## config.mk

```make
export PLATFORM = sky130hd
export DESIGN_NAME = flipflop_write_arbiter
export DESIGN_NICKNAME = d
export VERILOG_FILES = /design/src/rtl/flipflop_write_arbiter.sv
export SDC_FILE = /design/constraint.sdc
export NUM_CORES = 1
export LEC_CHECK = 0
export BUFFER_PORTS_ARGS = -buffer_cell sky130_fd_sc_hd__buf_2
export CORE_MARGIN = 3
export CORE_UTILIZATION = 40
export CTS_BUF_LIST = sky130_fd_sc_hd__clkbuf_4 sky130_fd_sc_hd__clkbuf_8
export DETAILED_ROUTE_END_ITERATION = 10
export PLACE_DENSITY = 0.72
export SLEW_MARGIN = 5
export SYNTH_ARGS = -nofsm -noshare
export SYNTH_HDL_FRONTEND = slang
export SYNTH_SLANG_ARGS = --single-unit
```

## constraint.sdc

```tcl
create_clock -name Clk -period 2.61 [get_ports Clk]
set_input_delay 0 -clock Clk [delete_from_list [all_inputs] [get_ports Clk]]
set_output_delay 0 -clock Clk [all_outputs]
set_load 0.005 [all_outputs]
```

## src/rtl/flipflop_write_arbiter.sv

```systemverilog
// Round-robin arbiter sharing one W-bit register among N active-low writers, one grant per cycle.
// Optional FLIPFLOP_ARB_LOCK_EN: a granted requester holding Lock and Req keeps the grant for a burst.
module flipflop_write_arbiter #(
  parameter int N = 4,
  parameter int W = 8
) (
  input  logic                                  Clk,
  input  logic                                  notClk,
  input  logic                                  Rst,
  input  logic [N-1:0]                          Req,
  input  logic [N*W-1:0]                        notData,
  input  logic [N-1:0]                          Lock,
  output logic [N-1:0]                          Gnt,
  output logic [((N > 1) ? $clog2(N) : 1)-1:0]  GntId,
  output logic [W-1:0]                          Q,
  output logic [W-1:0]                          notQ,
  output logic                                  Busy
);

  localparam int IW = (N > 1) ? $clog2(N) : 1;
  localparam int SW = IW + 1;
  localparam logic [SW-1:0] N_EXT = SW'(N);
  localparam logic [IW-1:0] LAST_ID = IW'(N - 1);
  localparam logic [N-1:0] ONE_HOT0 = {{(N-1){1'b0}}, 1'b1};

  logic [N-1:0]  gnt_r;
  logic [IW-1:0] gntId_r;
  logic [IW-1:0] ptr_r;
  logic          busy_r;
  logic [W-1:0]  q_r;
  logic [W-1:0]  notQ_r;

  logic [N-1:0]  elig_s;
  logic [N-1:0]  nextGnt_s;
  logic [IW-1:0] nextGntId_s;
  logic [IW-1:0] nextPtr_s;
  logic          pickFound_s;
  logic [IW-1:0] pickId_s;
  logic          hold_s;
  logic [W-1:0]  wrData_s;
  logic          unusedSink_s;

  // First set bit of elig at or after ptr, wrapping N-1 -> 0; MSB of the result flags a hit.
  function automatic logic [IW:0] rrPick(input logic [N-1:0] elig, input logic [IW-1:0] ptr);
    logic [IW:0] res;
    logic [IW:0] cand;
    res = '0;
    for (int k = 0; k < N; k++) begin
      cand = {1'b0, ptr} + SW'(k);
      if (cand >= N_EXT) begin
        cand = cand - N_EXT;
      end else begin
        cand = cand;
      end
      if (!res[IW] && elig[cand[IW-1:0]]) begin
        res = {1'b1, cand[IW-1:0]};
      end else begin
        res = res;
      end
    end
    return res;
  endfunction

`ifdef FLIPFLOP_ARB_LOCK_EN
  assign hold_s       = |(gnt_r & Lock & Req);
  assign unusedSink_s = notClk;
`else
  assign hold_s       = 1'b0;
  assign unusedSink_s = notClk ^ (|Lock);
`endif

  // Next grant: the requester written this edge is masked out of the simultaneous arbitration.
  always_comb begin
    elig_s = Req & ~gnt_r;
    {pickFound_s, pickId_s} = rrPick(elig_s, ptr_r);
    nextGnt_s   = '0;
    nextGntId_s = '0;
    nextPtr_s   = ptr_r;
    if (hold_s) begin
      nextGnt_s   = gnt_r;
      nextGntId_s = gntId_r;
    end else if (pickFound_s) begin
      nextGnt_s   = ONE_HOT0 << pickId_s;
      nextGntId_s = pickId_s;
      if (pickId_s == LAST_ID) begin
        nextPtr_s = '0;
      end else begin
        nextPtr_s = pickId_s + IW'(1);
      end
    end else begin
      nextGnt_s = '0;
    end
  end

  // Active-low data of the currently granted requester (gnt_r is one-hot or zero).
  always_comb begin
    wrData_s = '0;
    for (int i = 0; i < N; i++) begin
      if (gnt_r[i]) begin
        wrData_s = wrData_s | notData[i*W +: W];
      end else begin
        wrData_s = wrData_s;
      end
    end
  end

  // Arbitration state: grant, grant index, round-robin pointer, busy flag.
  always_ff @(posedge Clk or posedge Rst) begin
    if (Rst) begin
      gnt_r   <= '0;
      gntId_r <= '0;
      ptr_r   <= '0;
      busy_r  <= 1'b0;
    end else begin
      gnt_r   <= nextGnt_s;
      gntId_r <= nextGntId_s;
      ptr_r   <= nextPtr_s;
      busy_r  <= |nextGnt_s;
    end
  end

  // Shared register (NOR-cell flip-flops, modelled behaviourally); loads only under a grant.
  always_ff @(posedge Clk or posedge Rst) begin
    if (Rst) begin
      q_r    <= '0;
      notQ_r <= '1;
    end else if (|gnt_r) begin
      q_r    <= ~wrData_s;
      notQ_r <= wrData_s;
    end else begin
      q_r    <= q_r;
      notQ_r <= notQ_r;
    end
  end

  assign Gnt   = gnt_r;
  assign GntId = gntId_r;
  assign Busy  = busy_r;
  assign Q     = q_r;
  assign notQ  = notQ_r;

endmodule
```

==> results.json, run 1 <==
{
  "status": "completed",
  "die_w_um": 61.71,
  "crit_path_start_kind": "register",
  "power_frac_clock_pct": 8.5,
  "skew_ns": 0.003044,
  "crit_required_ns": 2.82,
  "die_h_um": 61.71,
  "endpoint_kind": "register",
  "p_int_mw": 1.260,
  "clkLatencyLatePin_ns": 0.30,
  "dr.pass1.iters": 4,
  "initial_core_util_pct": 43.51,
  "ys_seq_elements": 25,
  "htreeDepth": 1,
  "dieArea_um2": 3808,
  "vias": 1215,
  "cp_top_family": "buffers and inverters",
  "criticalPathCategory": "reg -> reg",
  "grt_pass1_wl_um": 5237,
  "slowest_stage": "dfrtp_1",
  "power.density_nw_per_um2": 1157,
  "setup-tns-final_ns": 0,
  "hp-class": "in -> reg",
  "clk_pin_slew_ns": 0.13,
  "drive_gt1_share_pct": 41.67,
  "fillers": 242,
  "grt_use_total_pct": 18.78,
  "maxSlewViolCount": 0,
  "worst-path-buf-inv": 2,
  "worstMarginPinSlew_ns": 0.8868,
  "final_common_cell": "buf_2",
  "ant_nets": 0,
  "synthArstFlopShare_pct": 100.0,
  "grt-ovfl-total": 0,
  "post_cts_buffers": 0,
  "p_comb_share_pct": 50.7,
  "layout_common_cells": "buf_2 (60), dlygate4sd3_1 (20), dfrtp_1 (17)",
  "synthesis.nets": 160,
  "leakage_nw": 0.8793,
  "io_pins": 66,
  "hold_ws_ns": 0.006101,
  "drt_iter0_drc": 63,
  "fin_crit_ns": 2.254,
  "path_common_cell": "dlygate4sd3_1",
  "avgSynthCellArea_um2": 10.98,
  "wl_per_cell_um": 15.52,
  "seq_power_share_pct": 40.8,
  "n_antenna_cell": 0,
  "switching_power_uw": 795.7,
  "row_count": 19,
  "cp.arrival_ns": 2.46,
  "place.gp.congestion": 0.9720,
  "synth_seq_area_share_pct": 51.21,
  "crit_chain": "a22oi_1, dlygate4sd3_1, nand2_1, dlygate4sd3_1, nor2_1",
  "maxSlewHeadroom_pct": 40.82,
  "cts_made_buffers": 3,
  "fin_total_pwr_mw": 2.056,
  "synth_ff_type": "dfrtp_1",
  "syn_inst": 113,
  "root_buffer": "clkbuf_4",
  "path_max_fanout": 13,
  "drc_errors": 0,
  "antenna_found_initial": 0,
  "place_hpwl_um": 2359,
  "synth_area_um2": 1241,
  "rsz0062_at_grt": "no",
  "post_drt_via_cell_ratio": 5.448,
  "synth_edf_count": 0,
  "core_um2": 2853,
  "setup_violations": 0,
  "port_buffers": 60,
  "grt_start_max_net_pins": 26,
  "hold_buffers": 19,
  "ir_drop_mv": 0.4151,
  "final_core_util_pct": 62.28,
  "max_freq_ghz": 0.4437,
  "synth_top_area_share_pct": 34.27,
  "cts_resized": 0,
  "wirelength_um": 3462,
  "first_global_vias": 1224,
  "max_stage_delay_ns": 0.68,
  "yosysWarnings": 0,
  "final_nets": 240,
  "report.final.hold_viol_count": 0,
  "cts_tree": "yes",
  "synthToLayoutAreaGrowth_pct": 43.14,
  "swShare_pct": 38.70,
  "ys_types": 30,
  "clock_path_buffers": 2,
  "synth_area_leaders": "dfrtp_1 (34%), dfstp_2 (17%), a22oi_1 (9.7%), ha_1 (4.0%), nand2_1 (3.3%)",
  "layout_worst_path_cycle_share_pct": 86.36,
  "cts.sinks": 25,
  "maxCapViolations": 0,
  "synth_top_area_cell": "dfrtp_1"
}
==> path summary, 6_finish.rpt <==
kind | to | cells after the start | slack [ns] | startpoint
max | Q[3] | 5 | 0.36 | Gnt[1]
min | Q[7] | 4 | 0.006 | notData[23]
max reg2reg | Q[3] | 5 | 0.36 | Gnt[1]
min reg2reg | Q[7] | 2 | 0.50 | Q[7]
max in group asynchronous | Q[7] | 3 | 1.65 | Rst
min in group asynchronous | GntId[1] | 3 | 0.42 | Rst
==> worst min-delay path, delay by kind of cell <==
| kind | cells | cell delay (ns) |
|---|---|---|
| compound gates | 1 | 0.05 |
| buf+inv | 1 | 0.08 |
| simple gates | 2 | 0.15 |
==> area by class of cell <==
| cell class | count | area, µm² | area share [%] |
|---|---|---|---|
| tap | 31 | 38.79 | 2.183 |
| sequential | 25 | 635.6 | 35.77 |
| clock buffer | 4 | 30.03 | 1.690 |
| inverter | 2 | 7.507 | 0.4225 |
| timing repair buffer | 80 | 500.5 | 28.17 |
| multi-input combinational | 81 | 564.3 | 31.76 |
==> through the flow <==
stage                     std cells  instance area (µm²)  worst slack, ns
after CTS                       222                 1767           0.3959
after global placement          199                 1546           0.5270
after global routing            223                 1777           0.2839
after detailed placement        199                 1546           0.4882
final                           223                 1777           0.3561
after floorplan                 113                 1241           0.8120
==> kinds of logic after synthesis <==
group                    after synthesis  synth area share, %
AO/OA/AOI/OAI                         35                21.98
AND/OR/NAND/NOR                       41                18.55
flip-flops                            25                51.21
adder cells (fa/ha/maj)                4                4.032
multiplexers                           1               0.9072
buffers and inverters                  7                3.327
==> power by group through the flow <==
stage	logic [mW]	clock network, mW	registers, mW
6_report	1.04	0.175	0.838
3_3_place_gp	0.868	0	0.831
2_1_floorplan	0.667	0	0.761
5_1_grt	1.16	0.207	0.866
3_5_place_dp	0.908	0	0.842
4_1_cts	1.04	0.182	0.835
==> sequential cells by signal (all words and copies together), names as in the netlist <==
signal	flops
GntId	2
Busy	1
ptr_r	2
notQ	8
Gnt	4
Q	8
==> metal layers <==
layer  share of wire [%]  track usage [%]  vias up  wire length (µm)
li1                    -                -      570                 -
met1                  41            22.43      567              1403
met2                  49            33.93       72              1708
met3                 8.6            2.893        6               298
met4                 1.5            6.970        0                51
met5                   0                0        -                 0
==> cells in the mapped netlist, types with 3 or more instances <==
master,n
buf_2,3
dfrtp_1,17
a21o_1,5
dfstp_2,8
nand2b_1,4
and2_1,4
o21a_1,4
ha_1,4
nand2_1,11
a22oi_1,16
nor2_1,11
No activity file was read; power rests on OpenSTA's default activity.
==> run 2: changes to the inputs <==
--- a/config.mk
+++ b/config.mk
@@ -10,7 +10,7 @@
 export CORE_UTILIZATION = 40
 export CTS_BUF_LIST = sky130_fd_sc_hd__clkbuf_4 sky130_fd_sc_hd__clkbuf_8
 export DETAILED_ROUTE_END_ITERATION = 10
-export PLACE_DENSITY = 0.72
+export PLACE_DENSITY = 0.83
 export SLEW_MARGIN = 5
 export SYNTH_ARGS = -nofsm -noshare
 export SYNTH_HDL_FRONTEND = slang
==> run 2 against run 1 <==
First-iteration DRC count up 21%. Critical path type unchanged. Worst setup slack worse by 0.044 ns. Fmax down 1.9%.
==> results.json, run 2 (synthesis gave the netlist of run 1 again) <==
{
  "status": "completed",
  "place_hpwl_um": 2316,
  "hold_ws_ns": 0.01398,
  "post_drt_via_cell_ratio": 5.524,
  "io_pins": 66,
  "setup-tns-final_ns": 0,
  "drt_iter0_drc": 76,
  "vias": 1243,
  "port_buffers": 60,
  "hp-class": "in -> reg",
  "multi_input_area_um2": 564.3,
  "die_h_um": 61.71,
  "worstMarginPinSlew_ns": 0.9266,
  "place.gp.congestion": 0.8287,
  "synthToLayoutAreaGrowth_pct": 44.76,
  "setup_violations": 0,
  "place_worst_setup_slack_ns": 0.4454,
  "clock_path_buffers": 2,
  "report.final.hold_viol_count": 0,
  "htreeDepth": 1,
  "post_cts_buffers": 0,
  "final_common_cell": "buf_2",
  "wirelength_um": 3592,
  "fin_ws_ns": 0.3122,
  "ir_drop_mv": 0.4411,
  "whs_path_depth": 4,
  "drc_errors": 0,
  "grt_pass1_wl_um": 5395,
  "cts_made_buffers": 3,
  "layout_worst_path_cycle_share_pct": 88.04,
  "initial_core_util_pct": 43.51,
  "cts.sinks": 25,
  "skew_ns": 0.002314,
  "dp.cells": 199,
  "endpoint_kind": "register",
  "fin_crit_ns": 2.298,
  "final_cell_count_no_fill": 225,
  "wl_per_cell_um": 15.96,
  "leakage_nw": 0.8807,
  "die_w_um": 61.71,
  "drive_gt1_share_pct": 41.24,
  "first_global_vias": 1236,
  "power.density_nw_per_um2": 1162,
  "cp.arrival_ns": 2.52,
  "r2r-start": "Gnt[2]",
  "crit_path_start_kind": "register",
  "maxCapViolations": 0,
  "core_um2": 2853,
  "cts_tree": "yes",
  "hold_start": "notData[29]",
  "ff2ff_setup_slack_ns": 0.31,
  "grt-ovfl-total": 0,
  "maxSlewHeadroom_pct": 38.16,
  "rsz0062_at_grt": "no",
  "holdPathEnd": "notQ[5]",
  "criticalPathCategory": "reg -> reg",
  "clkLatencyLatePin_ns": 0.31,
  "n_antenna_cell": 0,
  "dieArea_um2": 3808,
  "maxSlewViolCount": 0,
  "reg2reg_depth": 5,
  "dr.pass1.iters": 4,
  "antenna_found_initial": 0,
  "grt_start_max_net_pins": 26,
  "layout_common_cells": "buf_2 (60), dlygate4sd3_1 (22), dfrtp_1 (17)",
  "ant_nets": 0,
  "regArea_um2": 635.6,
  "final_nets": 242,
  "grt_use_total_pct": 19.07,
  "hold_buffers": 22,
  "crit_required_ns": 2.83,
  "path_max_fanout": 13,
  "max_freq_ghz": 0.4352,
  "cts_resized": 0,
  "clk_pin_slew_ns": 0.13,
  "timing.rr.end": "Q[4]",
  "fillers": 226,
  "row_count": 19,
  "root_buffer": "clkbuf_4"
}
==> run 2: changes by cell type in the layout (fill, tap and decap cells not counted) <==
cell | before | now
dlygate4sd3_1 | 20 | 22
clkbuf_4 | 4 | 3
clkinvlp_4 | 0 | 1
==> run 2: layer usage <==
metal  routed length (µm)  vias to the layer above  global-route usage [%]  share of wire [%]
met5                    0                        -                       0                  0
met4                   90                        0                   6.364                2.5
met3                  302                       14                   2.893                8.4
met2                 1705                       81                   36.32                 47
met1                 1494                      573                   21.49                 42
li1                     -                      575                       -                  -
==> run 2: how the worst max path moves through the flow <==
stage,from,endpoint,slack (ns),depth (start not counted)
after global routing,Gnt[1],ptr_r[1],0.25,5
final,Gnt[2],Q[4],0.31,5
after global placement,Gnt[1],ptr_r[1],0.54,5
after floorplan,Gnt[0],ptr_r[1],0.81,6
after CTS,Gnt[0],Q[6],0.37,5
after detailed placement,Gnt[1],ptr_r[1],0.45,5
==> run 2: critical path, cell delays in order, from the launching register on <==
cell and delay [ns]:
dfrtp_1 0.72, a22oi_1 0.17, dlygate4sd3_1 0.59, nand2_1 0.10
dlygate4sd3_1 0.58, nor2_1 0.05
==> run 2: per-stage QoR <==
| stage | instance area, µm² | util [%] | power, mW |
|---|---|---|---|
| 5_1_grt | 1797 | 62.98 | 2.254 |
| 3_3_place_gp | 1546 | 54.21 | 1.694 |
| 2_1_floorplan | 1241 | - | 1.428 |
| 6_report | 1797 | 62.98 | 2.088 |
| 3_5_place_dp | 1546 | 54.21 | 1.744 |
| 4_1_cts | 1797 | 62.98 | 2.074 |
==> run 2: area by class of cell <==
class,instances,share of cell area (%)
flip-flops and latches,25,35.38
well taps,31,2.159
multi-input cells,81,31.41
clock buffers,3,1.253
inverters,2,0.4178
clock inverters,1,0.4178
repair buffers,82,28.97
==> run 2: power by group <==
part / internal, mW / total (mW) / switching (mW)
clock: 0.0583 / 0.172 / 0.114
combinational: 0.585 / 1.07 / 0.484
sequential: 0.630 / 0.846 / 0.217
total: 1.27 / 2.09 / 0.815
==> run 3: changes to the inputs <==
--- a/config.mk
+++ b/config.mk
@@ -5,12 +5,13 @@
 export SDC_FILE = /design/constraint.sdc
 export NUM_CORES = 1
 export LEC_CHECK = 0
+export ABC_AREA = 1
 export BUFFER_PORTS_ARGS = -buffer_cell sky130_fd_sc_hd__buf_2
 export CORE_MARGIN = 3
-export CORE_UTILIZATION = 40
+export CORE_UTILIZATION = 49
 export CTS_BUF_LIST = sky130_fd_sc_hd__clkbuf_4 sky130_fd_sc_hd__clkbuf_8
 export DETAILED_ROUTE_END_ITERATION = 10
-export PLACE_DENSITY = 0.83
+export PLACE_DENSITY = 0.92
 export SLEW_MARGIN = 5
 export SYNTH_ARGS = -nofsm -noshare
 export SYNTH_HDL_FRONTEND = slang
==> constraint.sdc (replaced) <==
create_clock -name Clk -period 2.44 [get_ports Clk]
set_input_delay 0 -clock Clk [delete_from_list [all_inputs] [get_ports Clk]]
set_output_delay 0 -clock Clk [all_outputs]
set_load 0.005 [all_outputs]
==> run 3 against run 2 <==
Non-clock buffer count down 2. Synthesized cell count up 65%. Register-to-register slack better by 0.06 ns. Die area up 1.3%. Total power up 38%. Sequential share of layout area down 4.4 points. Largest power group unchanged. Final cell count up 36%. Clock power up 9.9%. Sequential cell count unchanged. Critical path type unchanged. Design area up 14%. Worst hold slack better by 0.035 ns. Via count up 22%.
==> results.json, run 3 <==
{
  "status": "completed",
  "dr.pass1.iters": 4,
  "cp.arrival_ns": 2.29,
  "port_buffers": 60,
  "synth_top_area_share_pct": 27.58,
  "drive_gt1_share_pct": 41.06,
  "cts.sinks": 25,
  "power.density_nw_per_um2": 1401,
  "dieArea_um2": 3858,
  "fin_crit_ns": 2.064,
  "place_hpwl_um": 2757,
  "synthesis.nets": 233,
  "synth_area_um2": 1543,
  "rsz0062_at_grt": "no",
  "ir_drop_mv": 0.8933,
  "crit_chain": "nand3_1, nand3_2, nand2_4, nand2_2, nand3_1, o21ai_1, ha_1, nand2_1, o21ai_1",
  "synth.most_common_cell": "nand2_1",
  "crit_required_ns": 2.67,
  "hp-class": "in -> reg",
  "endpoint_kind": "register",
  "synth_ff_type": "dfrtp_1",
  "maxSlewViolCount": 0,
  "max_freq_ghz": 0.4846,
  "grt_pass1_wl_um": 6630,
  "synth_edf_count": 0,
  "row_count": 19,
  "report.final.hold_viol_count": 0,
  "worstMarginPinSlew_ns": 0.9086,
  "setup_violations": 0,
  "crit_path_start_kind": "register",
  "io_pins": 66,
  "grt_use_total_pct": 21.25,
  "yosysWarnings": 0,
  "die_w_um": 62.11,
  "clock_path_buffers": 2,
  "synth_area_leaders": "dfrtp_1 (28%), nand2_1 (15%), dfstp_2 (14%), nand3_2 (5.2%), a221oi_1 (3.4%)",
  "synth_top_area_cell": "dfrtp_1",
  "synthArstFlopShare_pct": 100.0,
  "layout_common_cells": "nand2_1 (63), buf_2 (60), dfrtp_1 (17), dlygate4sd3_1 (17), inv_1 (13)",
  "drc_errors": 0,
  "criticalPathCategory": "reg -> reg",
  "final_nets": 311,
  "leakage_nw": 1.090,
  "layout_worst_path_cycle_share_pct": 84.58,
  "hold_ws_ns": 0.04929,
  "fillers": 215,
  "wirelength_um": 4018,
  "syn_inst": 186,
  "antenna_found_initial": 0,
  "clkLatencyLatePin_ns": 0.33,
  "path_max_fanout": 9,
  "maxCapViolations": 0,
  "vias": 1519,
  "ys_seq_elements": 25,
  "synth_common_cells": "nand2_1 (63), dfrtp_1 (17), inv_1 (13)",
  "core_um2": 2877,
  "post_cts_buffers": 0,
  "cts_tree": "yes",
  "die_h_um": 62.11,
  "root_buffer": "clkbuf_4",
  "place.gp.congestion": 0.8537,
  "setup-tns-final_ns": 0,
  "avgSynthCellArea_um2": 8.294,
  "grt_start_max_net_pins": 26,
  "clk_pin_slew_ns": 0.14,
  "cts_made_buffers": 3,
  "slowest_stage": "dfrtp_1",
  "max_stage_delay_ns": 0.69,
  "wl_per_cell_um": 13.17,
  "n_antenna_cell": 0,
  "drt_iter0_drc": 162,
  "final_common_cell": "nand2_1",
  "synth_seq_area_share_pct": 41.20,
  "htreeDepth": 1,
  "post_drt_via_cell_ratio": 4.980,
  "initial_core_util_pct": 53.63,
  "ys_types": 24,
  "maxSlewHeadroom_pct": 39.36,
  "synthToLayoutAreaGrowth_pct": 33.17,
  "first_global_vias": 1472,
  "skew_ns": 0.009046,
  "ant_nets": 0,
  "grt-ovfl-total": 0
}
==> run 3: layout make-up <==
class                      instances  area [µm²]  share of cell area, %
multi-input combinational        132       750.7                  36.54
sequential                        25       635.6                  30.94
timing repair buffer              80       493.0                  24.00
inverter                          22       92.59                  4.507
tap                               42       52.55                  2.558
clock buffer                       3       22.52                  1.096
clock inverter                     1       7.507                 0.3654
==> run 3: timing repair <==
item                      CTS  global route
resized for setup           0             0
hold buffers               17             0
hold endpoints to repair   31             0
==> run 3: metrics by stage <==
| stage | util [%] | area (µm²) | power [mW] | setup slack, ns | cells |
|---|---|---|---|---|---|
| final | 71.42 | 2054 | 2.878 | 0.3763 | 305 |
| after global routing | 71.42 | 2054 | 3.169 | 0.1881 | 305 |
| after CTS | 71.42 | 2054 | 2.887 | 0.3702 | 305 |
| after detailed placement | 64.46 | 1854 | 2.572 | 0.3951 | 284 |
| after global placement | 64.46 | 1854 | 2.496 | 0.4762 | 284 |
| after floorplan | - | 1543 | 2.133 | 0.7219 | 186 |
==> run 3: logic make-up after synthesis <==
family,Yosys count,synth area share [%]
AND/OR/NAND/NOR,112,38.77
buffers and inverters,29,10.14
flip-flops,25,41.20
AO/OA/AOI/OAI,16,6.650
adder cells (fa/ha/maj),4,3.244
==> run 3: final timing paths <==
path,from,to,slack [ns],cells after the start
setup / recovery,ptr_r[0],ptr_r[1],0.38,9
hold / removal,notData[25],notQ[1],0.05,5
setup reg to reg,ptr_r[0],ptr_r[1],0.38,9
hold reg to reg,notQ[6],notQ[6],0.47,2
max in group asynchronous,Rst,Gnt[1],1.49,3
min in group asynchronous,Rst,Q[7],0.40,3
==> run 3: metal layers <==
layer | wire length, µm | vias up | global-route usage, % | part of all wire, %
met5 | 0 | - | 0 | 0
met2 | 2031 | 78 | 37.37 | 51
met3 | 353 | 16 | 6.847 | 8.8
met1 | 1539 | 676 | 23.58 | 38
met4 | 93 | 0 | 8.840 | 2.3
li1 | - | 749 | - | -
==> run 3: worst max-delay path: cells and delay by family (launching register included) <==
| kind | cells | cell delay (ns) |
|---|---|---|
| adder cells (fa/ha/maj) | 1 | 0.27 |
| AO/OA/AOI/OAI | 2 | 0.31 |
| flip-flops | 1 | 0.69 |
| AND/OR/NAND/NOR | 6 | 0.72 |
==> run 3: report_power, final <==
part           leakage (nW)  total (mW)  internal [mW]  switching (mW)
Combinational         0.790        1.81          0.748            1.06
Sequential            0.286       0.876          0.685           0.191
Clock                0.0139       0.189         0.0628           0.126
